**src/rtl/ga_generation_scheduler_pkg.sv**
```systemverilog
// Shared definitions for the GA generation scheduler: state encoding,
// population geometry and default widths.
package ga_pkg;

  localparam int POP_W        = 1875;
  localparam int IND_W        = 75;
  localparam int GEN_W_DEF    = 8;
  localparam int WDOG_W_DEF   = 16;
  localparam int WDOG_MAX_DEF = 4000;

  typedef enum logic [3:0] {
    ST_IDLE     = 4'd0,
    ST_SEL_KICK = 4'd1,
    ST_SEL_WAIT = 4'd2,
    ST_XO_KICK  = 4'd3,
    ST_XO_WAIT  = 4'd4,
    ST_MUT_KICK = 4'd5,
    ST_MUT_WAIT = 4'd6,
    ST_COMMIT   = 4'd7,
    ST_FINISH   = 4'd8,
    ST_ERROR    = 4'd9
  } state_t;

  // True in the states that wait for a stage done pulse.
  function automatic logic is_wait(input state_t s);
    return (s == ST_SEL_WAIT) || (s == ST_XO_WAIT) || (s == ST_MUT_WAIT);
  endfunction

  // True in the states that issue a stage start pulse.
  function automatic logic is_kick(input state_t s);
    return (s == ST_SEL_KICK) || (s == ST_XO_KICK) || (s == ST_MUT_KICK);
  endfunction

  // A run is in progress everywhere except IDLE and ERROR.
  function automatic logic is_busy(input state_t s);
    return (s != ST_IDLE) && (s != ST_ERROR);
  endfunction

endpackage

```
**src/rtl/ga_generation_scheduler_watchdog.sv**
```systemverilog
// Per-stage watchdog shared by all WAIT states. clr restarts the count,
// en advances it; expire is high in the cycle where the enabled count has
// been running for MAX cycles including the current one.
module ga_stage_watchdog #(
  parameter int W   = 16,
  parameter int MAX = 4000
) (
  input  logic clk,
  input  logic rst_n,
  input  logic clr,
  input  logic en,
  output logic expire
);

  localparam logic [W-1:0] LAST = W'(MAX - 1);

  logic [W-1:0] count;

  // Count cycles spent waiting; hold at LAST so the counter never wraps.
  always_ff @(posedge clk) begin
    if (!rst_n) begin
      count <= '0;
    end else if (clr) begin
      count <= '0;
    end else if (en && (count != LAST)) begin
      count <= count + 1'b1;
    end
  end

  assign expire = en && (count == LAST);

endmodule

```
**src/rtl/ga_generation_scheduler.sv**
```systemverilog
// Sequencer for one GA run: Selection -> Crossover -> Mutation -> commit,
// repeated until the latched generation limit is reached.
//
// Handshake: every *_start output is a single-cycle pulse issued in the
// matching KICK state; the stage answers with a single-cycle *_done pulse
// that is only looked at while the FSM sits in the matching WAIT state.
// pop_we and done are issued in the cycle after COMMIT / FINISH so that an
// abort seen in COMMIT or FINISH can still suppress them.
module ga_generation_scheduler
  import ga_pkg::*;
#(
  parameter int GEN_W    = GEN_W_DEF,
  parameter int WDOG_W   = WDOG_W_DEF,
  parameter int WDOG_MAX = WDOG_MAX_DEF
) (
  input  logic             clk,
  input  logic             rst_n,
  input  logic             start,
  input  logic             abort,
  input  logic [GEN_W-1:0] max_gen,
  output logic             sel_start,
  input  logic             sel_done,
  output logic             xo_start,
  input  logic             xo_done,
  output logic             mut_start,
  input  logic             mut_done,
  output logic             pop_we,
  output logic [GEN_W-1:0] gen_count,
  output logic             busy,
  output logic             done,
  output logic             err,
  output logic [3:0]       fsm_state
);

  state_t           state;
  state_t           nxt;
  logic [GEN_W-1:0] limit;
  logic [GEN_W-1:0] gen_next;
  logic             start_ok;
  logic             commit_ok;
  logic             wd_expire;

  assign start_ok  = start && !abort && ((state == ST_IDLE) || (state == ST_ERROR));
  assign commit_ok = (state == ST_COMMIT) && !abort;
  assign gen_next  = gen_count + 1'b1;
  assign fsm_state = state;

  ga_stage_watchdog #(
    .W   (WDOG_W),
    .MAX (WDOG_MAX)
  ) u_wdog (
    .clk    (clk),
    .rst_n  (rst_n),
    .clr    (is_kick(state)),
    .en     (is_wait(state)),
    .expire (wd_expire)
  );

  // Next-state decode; abort overrides every other transition.
  always_comb begin
    nxt = state;
    if (abort) begin
      nxt = ST_IDLE;
    end else begin
      case (state)
        ST_IDLE, ST_ERROR: begin
          if (start) nxt = (max_gen != '0) ? ST_SEL_KICK : ST_FINISH;
        end
        ST_SEL_KICK: nxt = ST_SEL_WAIT;
        ST_SEL_WAIT: begin
          if (sel_done)       nxt = ST_XO_KICK;
          else if (wd_expire) nxt = ST_ERROR;
        end
        ST_XO_KICK: nxt = ST_XO_WAIT;
        ST_XO_WAIT: begin
          if (xo_done)        nxt = ST_MUT_KICK;
          else if (wd_expire) nxt = ST_ERROR;
        end
        ST_MUT_KICK: nxt = ST_MUT_WAIT;
        ST_MUT_WAIT: begin
          if (mut_done)       nxt = ST_COMMIT;
          else if (wd_expire) nxt = ST_ERROR;
        end
        ST_COMMIT: nxt = (gen_next == limit) ? ST_FINISH : ST_SEL_KICK;
        ST_FINISH: nxt = ST_IDLE;
        default:   nxt = ST_IDLE;
      endcase
    end
  end

  // State register, registered outputs, generation counter and sticky error.
  always_ff @(posedge clk) begin
    if (!rst_n) begin
      state     <= ST_IDLE;
      sel_start <= 1'b0;
      xo_start  <= 1'b0;
      mut_start <= 1'b0;
      pop_we    <= 1'b0;
      busy      <= 1'b0;
      done      <= 1'b0;
      err       <= 1'b0;
      gen_count <= '0;
      limit     <= '0;
    end else begin
      state     <= nxt;
      sel_start <= (nxt == ST_SEL_KICK);
      xo_start  <= (nxt == ST_XO_KICK);
      mut_start <= (nxt == ST_MUT_KICK);
      busy      <= is_busy(nxt);
      pop_we    <= commit_ok;
      done      <= (state == ST_FINISH) && !abort;
      if (start_ok) begin
        gen_count <= '0;
        limit     <= max_gen;
        err       <= 1'b0;
      end else begin
        if (commit_ok && (gen_count != '1)) gen_count <= gen_next;
        if (nxt == ST_ERROR) err <= 1'b1;
      end
    end
  end

endmodule
```
**config.mk**
```make
export PLATFORM = sky130hd
export DESIGN_NAME = ga_generation_scheduler
export DESIGN_NICKNAME = d
export VERILOG_FILES = /design/src/rtl/ga_generation_scheduler_pkg.sv /design/src/rtl/ga_generation_scheduler_watchdog.sv /design/src/rtl/ga_generation_scheduler.sv
export SDC_FILE = /design/constraint.sdc
export NUM_CORES = 1
export LEC_CHECK = 0
export ABC_AREA = 1
export ABC_CLOCK_PERIOD_IN_PS = 2110
export BUFFER_PORTS_ARGS = -buffer_cell sky130_fd_sc_hd__buf_2
export CAP_MARGIN = 0
export CELL_PAD_IN_SITES_DETAIL_PLACEMENT = 1
export CELL_PAD_IN_SITES_GLOBAL_PLACEMENT = 2
export CORE_UTILIZATION = 31
export CTS_CLUSTER_SIZE = 20
export DETAILED_ROUTE_END_ITERATION = 10
export MAX_ROUTING_LAYER = met4
export PLACE_DENSITY = 0.75
export SYNTH_ARGS = -nofsm -noshare
export SYNTH_HDL_FRONTEND = slang
export SYNTH_SLANG_ARGS = --single-unit
```
**constraint.sdc**
```tcl
create_clock -name clk -period 2.11 [get_ports clk]
set_clock_uncertainty 0.05 [all_clocks]
set_input_delay 0.422 -clock clk [delete_from_list [all_inputs] [get_ports clk]]
set_output_delay 0.422 -clock clk [all_outputs]
set_load 0.05 [all_outputs]
```
After elaboration in Yosys (flattened, before gate mapping)

Index checks and enable logic that the tools add are counted.

Register bits: 43
Bits of input ports: 15

Add/sub/neg operators: 2
Equality and inequality tests: 18
Multiplexer cells: 9
Bitwise operators: 1
Reduce and logical (&&, ||, !) cells: 20

Operators by type and width:

| cell                                                                    | number |
|---|---|
| 4-bit two-way mux                                                       | 8 |
| 4-bit case mux with 8 select lines                                      | 1 |
| 4-bit by 3-bit equality test with 1-bit output, second input constant   | 5 |
| 16-bit by 1-bit adder with 16-bit output, second input constant         | 1 |
| 16-bit by 12-bit equality test with 1-bit output, second input constant | 1 |
| 16-bit by 12-bit != test with 1-bit output, second input constant       | 1 |
| 4-bit by 2-bit equality test with 1-bit output, second input constant   | 3 |
| 4-bit equality test, second input constant                              | 3 |
| 8-bit by 1-bit adder with 8-bit output, second input constant           | 1 |
| 4-bit by 1-bit equality test with 1-bit output, second input constant   | 2 |
| 8-bit equality test                                                     | 1 |
| 1-bit logical AND                                                       | 8 |
| 8-bit != test, second input constant                                    | 1 |
| 8-bit nonzero test                                                      | 1 |
| 2-bit OR reduction                                                      | 3 |
| 1-bit logical OR                                                        | 5 |
| 4-bit logical NOT                                                       | 1 |
| 4-bit != test, second input constant                                    | 1 |
| 4-bit nonzero test                                                      | 1 |
| 1-bit logical NOT                                                       | 1 |
| 1-bit NOT                                                               | 1 |

Logic depth before layout (Yosys ltp)

Gate-level depths: netlist of run 1.

Depth after elaboration: 10
Mapped depth: 16
Depth with buffers taken out: 16

By module

A second synthesis of run 1 with hierarchy kept.

Cells, all modules: 400
Area, all modules: 2556.2 µm²

By module, submodules not included:

| module                  | instances | cells each | area each (µm²) | seq. area each (µm²) |
|---|---|---|---|---|
| ga_generation_scheduler | 1         | 227        | 1511.4          | 540.5 |
| ga_stage_watchdog       | 1         | 173        | 1044.8          | 320.3 |

Worst setup path before layout of run 1

OpenSTA, ideal clock, no wires.

Path type: reg-to-reg
From: reg gen_count[0]
To: reg busy
Setup time: 0.113 ns
Arrival: 2.029 ns
Required time: 1.947 ns
Slack: -0.082 ns
Stages on the path, launching flop included: 15
Buffers on the path: 0
Period minus slack after synthesis: 2.192 ns
Cell sequence: dfxtp_1 ha_1 nand2_1 inv_1 nand3_1 nand3_1 nand3_1 nor2_1 nand3_2 nand2_1 nand2_2 nand2_1 nand2_1 nor2_1 nor2_1

Longest elaborated chain between the ends: 7
Elaborated cells between the ends (all ways): 8
Classes of those cells: 1 x add/sub; 2 x eq/ne; 3 x mux; 2 x reduce/logical

Ends and longest elaborated chain:

| what                                                       | line                              | source |
|---|---|---|
| from (decl)                                                | ga_generation_scheduler.sv:28     | `output logic [GEN_W-1:0] gen_count,` |
| from (signal assigned)                                     | ga_generation_scheduler.sv:117    | `if (commit_ok && (gen_count != '1)) gen_count <= gen_next;` |
| 8-bit by 1-bit adder with 8-bit output *                   | ga_generation_scheduler.sv:45     | `assign gen_next = gen_count + 1'b1;` |
| 8-bit equality test *                                      | ga_generation_scheduler.sv:84     | `ST_COMMIT: nxt = (gen_next == limit) ? ST_FINISH : ST_SEL_KICK;` |
| 4-bit two-way mux *                                        | ga_generation_scheduler.sv:84     |  |
| 4-bit case mux with 8 select lines *                       | ga_generation_scheduler.sv:65     | `case (state)` |
| 4-bit two-way mux *                                        | ga_generation_scheduler.sv:62     | `if (abort) begin` |
| 4-bit != test / 4-bit nonzero test (equally long branches) | ga_generation_scheduler_pkg.sv:36 | `return (s != ST_IDLE) && (s != ST_ERROR);` |
| 1-bit logical AND *                                        | ga_generation_scheduler_pkg.sv:36 |  |
| to (signal assigned)                                       | ga_generation_scheduler.sv:109    | `busy <= is_busy(nxt);` |
| to (decl)                                                  | ga_generation_scheduler.sv:29     | `output logic busy,` |

Mark *: on every way between the ends. The rest lies on a longest branch, timed or not.
A chain may end at the register's enable or synchronous reset.

Final worst setup path of run 1

From: reg gen_count[0]
To: reg busy

Longest elaborated chain between the ends: 7
Elaborated cells between the ends (all ways): 8
Classes of those cells: 1 x add/sub; 2 x eq/ne; 3 x mux; 2 x reduce/logical

Ends and longest elaborated chain:

| what                                                       | line                              | source |
|---|---|---|
| 8-bit by 1-bit adder with 8-bit output *                   | ga_generation_scheduler.sv:45     |  |
| named net gen_next[1]                                      | ga_generation_scheduler.sv:38     | `logic [GEN_W-1:0] gen_next;` |
| 8-bit equality test *                                      | ga_generation_scheduler.sv:84     |  |
| 4-bit two-way mux *                                        | ga_generation_scheduler.sv:84     |  |
| 4-bit case mux with 8 select lines *                       | ga_generation_scheduler.sv:65     |  |
| 4-bit two-way mux *                                        | ga_generation_scheduler.sv:62     |  |
| 4-bit != test / 4-bit nonzero test (equally long branches) | ga_generation_scheduler_pkg.sv:36 |  |
| 1-bit logical AND *                                        | ga_generation_scheduler_pkg.sv:36 |  |

The timed path passes the listed nets; every way through them passes the cells marked *.

==> flow_summary.ini, run 1 <==
[grt]
grt_pass1_wl_mm = 11.5
grt-ovfl-total = 0
first_global_vias = 2511
antenna_found_initial = 0
track_usage_pct = 17.8
grt_max_degree = 13

[setup_path]
cpMostUsedCell = nand2_1
critPathTopFamily = simple AND/OR/NAND/NOR gates
path_class = reg -> reg
startpoint_type = flip-flop
cp_data_arrival_time_ps = 2110
critPathBufInv = 0
crit_slowest_cell = dfxtp_2
critPathCaptureType = flip-flop
required_ps = 2260
cp_max_fo = 6
crit_chain = ha_1 > xnor2_1 > nand2_1 > nor2_2 > nand2_1 > nor2_1 > nand3_2 > nand2_1 > nand2_2 > nand2_2 > nand2_1 > nor2_1 > nor2_1
critPathMaxStageDelay_ps = 360

[sta]
slew_viol_final = 0
final-hold-violation-count = 0
timing.final.crit_share_pct = 93.2
worstMarginPinSlew_ps = 388
rsz0062_at_grt = yes
setup_viol = 0
period_minus_slack_ps = 1970
fmax_mhz = 509
maxSlewHeadroom_pct = 73.9

[clock_tree]
cts_sinks = 43
clkTransAtPathRegs_ps = 80
htree_levels = 2
clk_latency_ps = 290
post_cts_buffers = 0
cts_made_buffers = 5
clockBufferDepth = 2
cts_tree = yes
root_buffer = clkbuf_8
postCtsHoldBufs = 0

[synthesis]
netlist_area_mm2 = 0.00241
synth_ff_type = dfxtp_1
ys_async_sr_fraction_pct = 0
synth_area_leader_cell = dfxtp_1
synth_edf_count = 0
syn-num-nets = 370
yosysWarnings = 0
ys_types = 39
synth_top_area_share_pct = 35.7
synth-seq-cells = 43
synth.most_common_cell = nand2_1
ys_top_cells_by_area = dfxtp_1, nand2_1, inv_1
syn_inst = 353
synth.cells.most_frequent = nand2_1, inv_1, nor2_1
synth-seq-area-share_pct = 35.7
postSynthAreaPerCell_um2 = 6.83

[run_status]
status = completed

[routing]
drc = 0
wl_per_cell_um = 13.1
initialDrtViolationCount = 75
vias = 2430
drtPass1Iterations = 4
wirelength_mm = 6.58
ant_nets = 0
vias_per_cell = 4.85

[finish]
final_cell_area_mm2 = 0.00294
drive_above_1_share_pct = 24.6
fin_nets = 418
fillCellCount = 967
antennaDiodeCount = 0
final_core_util_pct = 39.9
syn2layout_area_growth_pct = 21.8

[die]
core_mm2 = 0.00737
fp.dieW_um = 90.2
initial_core_util_pct = 32.7
die_y_um = 90.2
pin_count = 34
num_rows = 31
die_area_mm2 = 0.00813

[place]
portBuffers = 33
dp_hpwl_mm = 5.32
place.gp.congestion = 0.826
dpl-instance-area_mm2 = 0.00279

[worst_hold_path]
hold_path_class = in -> reg

[power]
vdd_drop_max_uv = 203
total_power_uw = 1590
powerDensity_mw_per_mm2 = 540
leakage_uw = 0.00123

[flow_run]
max_cap_violations = 0
-- repair_timing --
item,4_1_cts,5_1_grt
hold endpoints to repair,0,0
gates resized for setup,0,13
setup endpoints to repair,0,15
-- state kept, by name, summed over array words and instances (netlist names), 4 cells and up --
name	count
gen_count	8
limit	8
u_wdog.count	16
fsm_state	4
-- cell usage in the layout (no fill, tap or decap), types with 2 or more instances in the layout --
master	n
inv_1	47
buf_12	2
nand3_1	26
xor2_1	3
nand2_1	59
buf_2	33
o21bai_1	2
nand2_2	11
o21ai_1	4
a211oi_1	5
dfxtp_1	39
nor4_1	2
buf_4	10
nor2_2	5
nand4_1	9
nor3_1	8
nor3_2	2
o21ai_0	18
clkbuf_8	7
inv_2	5
nand3_2	5
nor2_4	5
o21ai_2	2
o22ai_1	2
nor2_1	43
dfxtp_2	4
a21oi_1	26
-- routing by layer --
layer	track usage [%]	vias up	share of wire, %
li1	-	1258	-
met4	4.44	0	0.93
met2	30.4	24	50
met5	-	-	0
met3	2.79	8	2.4
met1	21.9	1140	47
-- power by group --
part           internal [µW]  switching [µW]
logic                   61.1             104
registers                827            10.5
clock network            299             284
total                   1190             399
-- tightest hold or removal path: stages --
cell,delay (ps)
buf_2,90
nor2_1,40
nor2_1,80
-- through the flow --
step	setup TNS, ps	setup WS [ps]	hold WS (ps)	cells
after floorplan	0	87.4	394	353
after global placement	0	133	397	493
after detailed placement	0	97.9	397	493
after CTS	0	66.3	313	501
after global routing	-29.7	-29.7	343	501
final	0	144	320	501
-- kinds of logic after synthesis --
logic type	share of synthesized area (%)
and+or+nand+nor	37.3
AOI/OAI and AO/OA	15.0
buffers and inverters	9.44
DFF	35.7
xor gates and xnor gates	1.45
adders and majority gates	1.04
-- path summary, 6_finish.rpt --
path / from / to / slack, ps / cells after the start
setup reg to reg: gen_count[0] / busy / 140 / 13
hold / removal: max_gen[1] / limit[1] / 320 / 3
hold reg to reg: err / err / 400 / 2
setup / recovery: gen_count[0] / busy / 140 / 13
-- layout make-up --
cell class | instances | area [µm²] | share of cell area (%)
clock buffer | 8 | 100 | 3.41
inverter | 54 | 204 | 6.94
multi-input combinational | 252 | 1360 | 46.4
sequential | 43 | 866 | 29.5
tap | 99 | 124 | 4.22
timing repair buffer | 45 | 280 | 9.54
(Power assumes the default switching activity.)
==> run 2, diff against run 1 <==
ABC_CLOCK_PERIOD_IN_PS = 2100   (was 2110)
clock period = 2.1 ns   (was 2.11 ns; I/O delays follow)
==> run 2 against run 1 <==
Routed wire length hardly changed. First-iteration DRC count fell by 6.7%. Total power increased by 0.50%. Clock-buffer cell count is the same. Sequential power up 0.5%. Non-clock buffer count stayed put. Final cell count is the same. Worst hold slack lost 2.8 ps. Worst setup slack got worse by 7.4 ps. Critical path type unchanged. Critical endpoint unchanged. Largest cell class unchanged. Largest power group unchanged.
==> flow_summary.ini, run 2 (synthesis gave the netlist of run 1 again) <==
[finish]
antennaDiodeCount = 0
fillCellCount = 969
seq_area_um2 = 866
final_cell_mix = nand2_1, inv_1, nor2_1
multi_input_area_mm2 = 0.00137
final_cell_area_mm2 = 0.00295
layout_commonest_cell = nand2_1
fin_nets = 418
syn2layout_area_growth_pct = 22.2
drive_above_1_share_pct = 25.1
largest_reg_flops = 16
reg.largest.list = u_wdog.count x16, gen_count x8, limit x8
largest-register = u_wdog.count

[power]
leakage_uw = 0.00123
powerDensity_mw_per_mm2 = 541
vdd_drop_max_uv = 203

[place]
portBuffers = 33
dpl-instance-area_mm2 = 0.00279
place.gp.congestion = 0.826
dp_hpwl_mm = 5.32

[sta]
slew_viol_final = 0
setup_viol = 0
timing.final.crit_share_pct = 93.5
final-hold-violation-count = 0
fmax_mhz = 509
worstMarginPinSlew_ps = 388
rsz0062_at_grt = yes
maxSlewHeadroom_pct = 73.9
totalNegativeSetupSlack_ps = 0
period_minus_slack_ps = 1960

[die]
initial_core_util_pct = 32.7
die_y_um = 90.2
fp.dieW_um = 90.2
core_mm2 = 0.00737
num_rows = 31
die_area_mm2 = 0.00813
pin_count = 34

[setup_path]
rrSetupSlack_ps = 140
path_class = reg -> reg
critPathTopFamily = simple AND/OR/NAND/NOR gates
cp-endpoint = busy
cp_max_fo = 6
rr_startpoint = gen_count[0]
cp_data_arrival_time_ps = 2110
critPathCaptureType = flip-flop
crit_chain = ha_1 > xnor2_1 > nand2_1 > nor2_2 > nand2_1 > nor2_1 > nand3_2 > nand2_1 > nand2_2 > nand2_2 > nand2_1 > nor2_1 > nor2_1
rr_worst_depth = 13
worst-path-stages = 13
critPathBufInv = 0
cpMostUsedCell = nand2_1
r2r-end = busy
crit_start = gen_count[0]
startpoint_type = flip-flop
required_ps = 2250
critPathMaxStageDelay_ps = 360
crit_slowest_cell = dfxtp_2

[grt]
track_usage_pct = 17.8
first_global_vias = 2511
grt-ovfl-total = 0
grt_max_degree = 13
grt_pass1_wl_mm = 11.5
antenna_found_initial = 0

[routing]
vias = 2429
vias_per_cell = 4.85
drc = 0
ant_nets = 0
wirelength_mm = 6.59
initialDrtViolationCount = 70
drtPass1Iterations = 4
wl_per_cell_um = 13.1

[clock_tree]
cts_made_buffers = 5
cts_resized = 0
post_cts_buffers = 0
htree_levels = 2
clockBufferDepth = 2
clkTransAtPathRegs_ps = 80
postCtsHoldBufs = 0
root_buffer = clkbuf_8
clk_latency_ps = 290
cts_tree = yes
cts_sinks = 43

[worst_hold_path]
min_path_cells = 3
hold_path_class = in -> reg

[flow_run]
max_cap_violations = 0

[run_status]
status = completed
run 2: cell counts in the layout (fill, tap and decap cells not counted):
No cell type changed its count.
run 2: area by class of cell:
| cell class | instances | share of cell area [%] |
|---|---|---|
| clock buffers | 8 | 3.40 |
| inverters | 54 | 6.92 |
| multi-input cells | 252 | 46.6 |
| flip-flops and latches | 43 | 29.4 |
| well taps | 99 | 4.21 |
| repair buffers | 45 | 9.52 |
run 2: per-stage QoR:
stage          setup WS (ps)  hold WS [ps]  total power [µW]  std cells  util, %
2_1_floorplan           77.4           394               960        353        -
3_3_place_gp             123           397              1030        493     37.9
3_5_place_dp            87.9           397              1030        493     37.9
4_1_cts                 56.3           311              1620        501     39.3
5_1_grt                -39.6           341              1680        501     40.0
6_report                 137           317              1590        501     40.0
run 2: report_power, final:
group          leakage [µW]  total, µW  internal [µW]  switching [µW]
Clock             0.0000515        587            301             286
Sequential         0.000350        842            831            10.6
Combinational      0.000830        166           61.5             105
run 2: worst register-to-register path, cell delays in order, from the launching register on:
cell     delay [ps]
dfxtp_2         360
ha_1            330
xnor2_1         150
nand2_1          90
nor2_2          120
nand2_1          60
nor2_1          120
nand3_2         120
nand2_1          90
nand2_2          90
nand2_2          90
nand2_1          50
nor2_1          100
nor2_1           50
run 2: worst min-delay path by stage:
stage	from	to	slack, ps
2_1_floorplan	limit[4]	limit[4]	390
3_3_place_gp	err	err	400
3_5_place_dp	err	err	400
4_1_cts	max_gen[2]	limit[2]	310
5_1_grt	max_gen[6]	limit[6]	340
6_report	max_gen[1]	limit[1]	320
run 2: layer usage:
metal	up-vias	GRT usage, %	wire [µm]
li1	1257	-	-
met4	0	4.44	67
met2	24	30.4	3250
met3	10	2.79	163
met1	1138	21.9	3100
met5	-	-	0
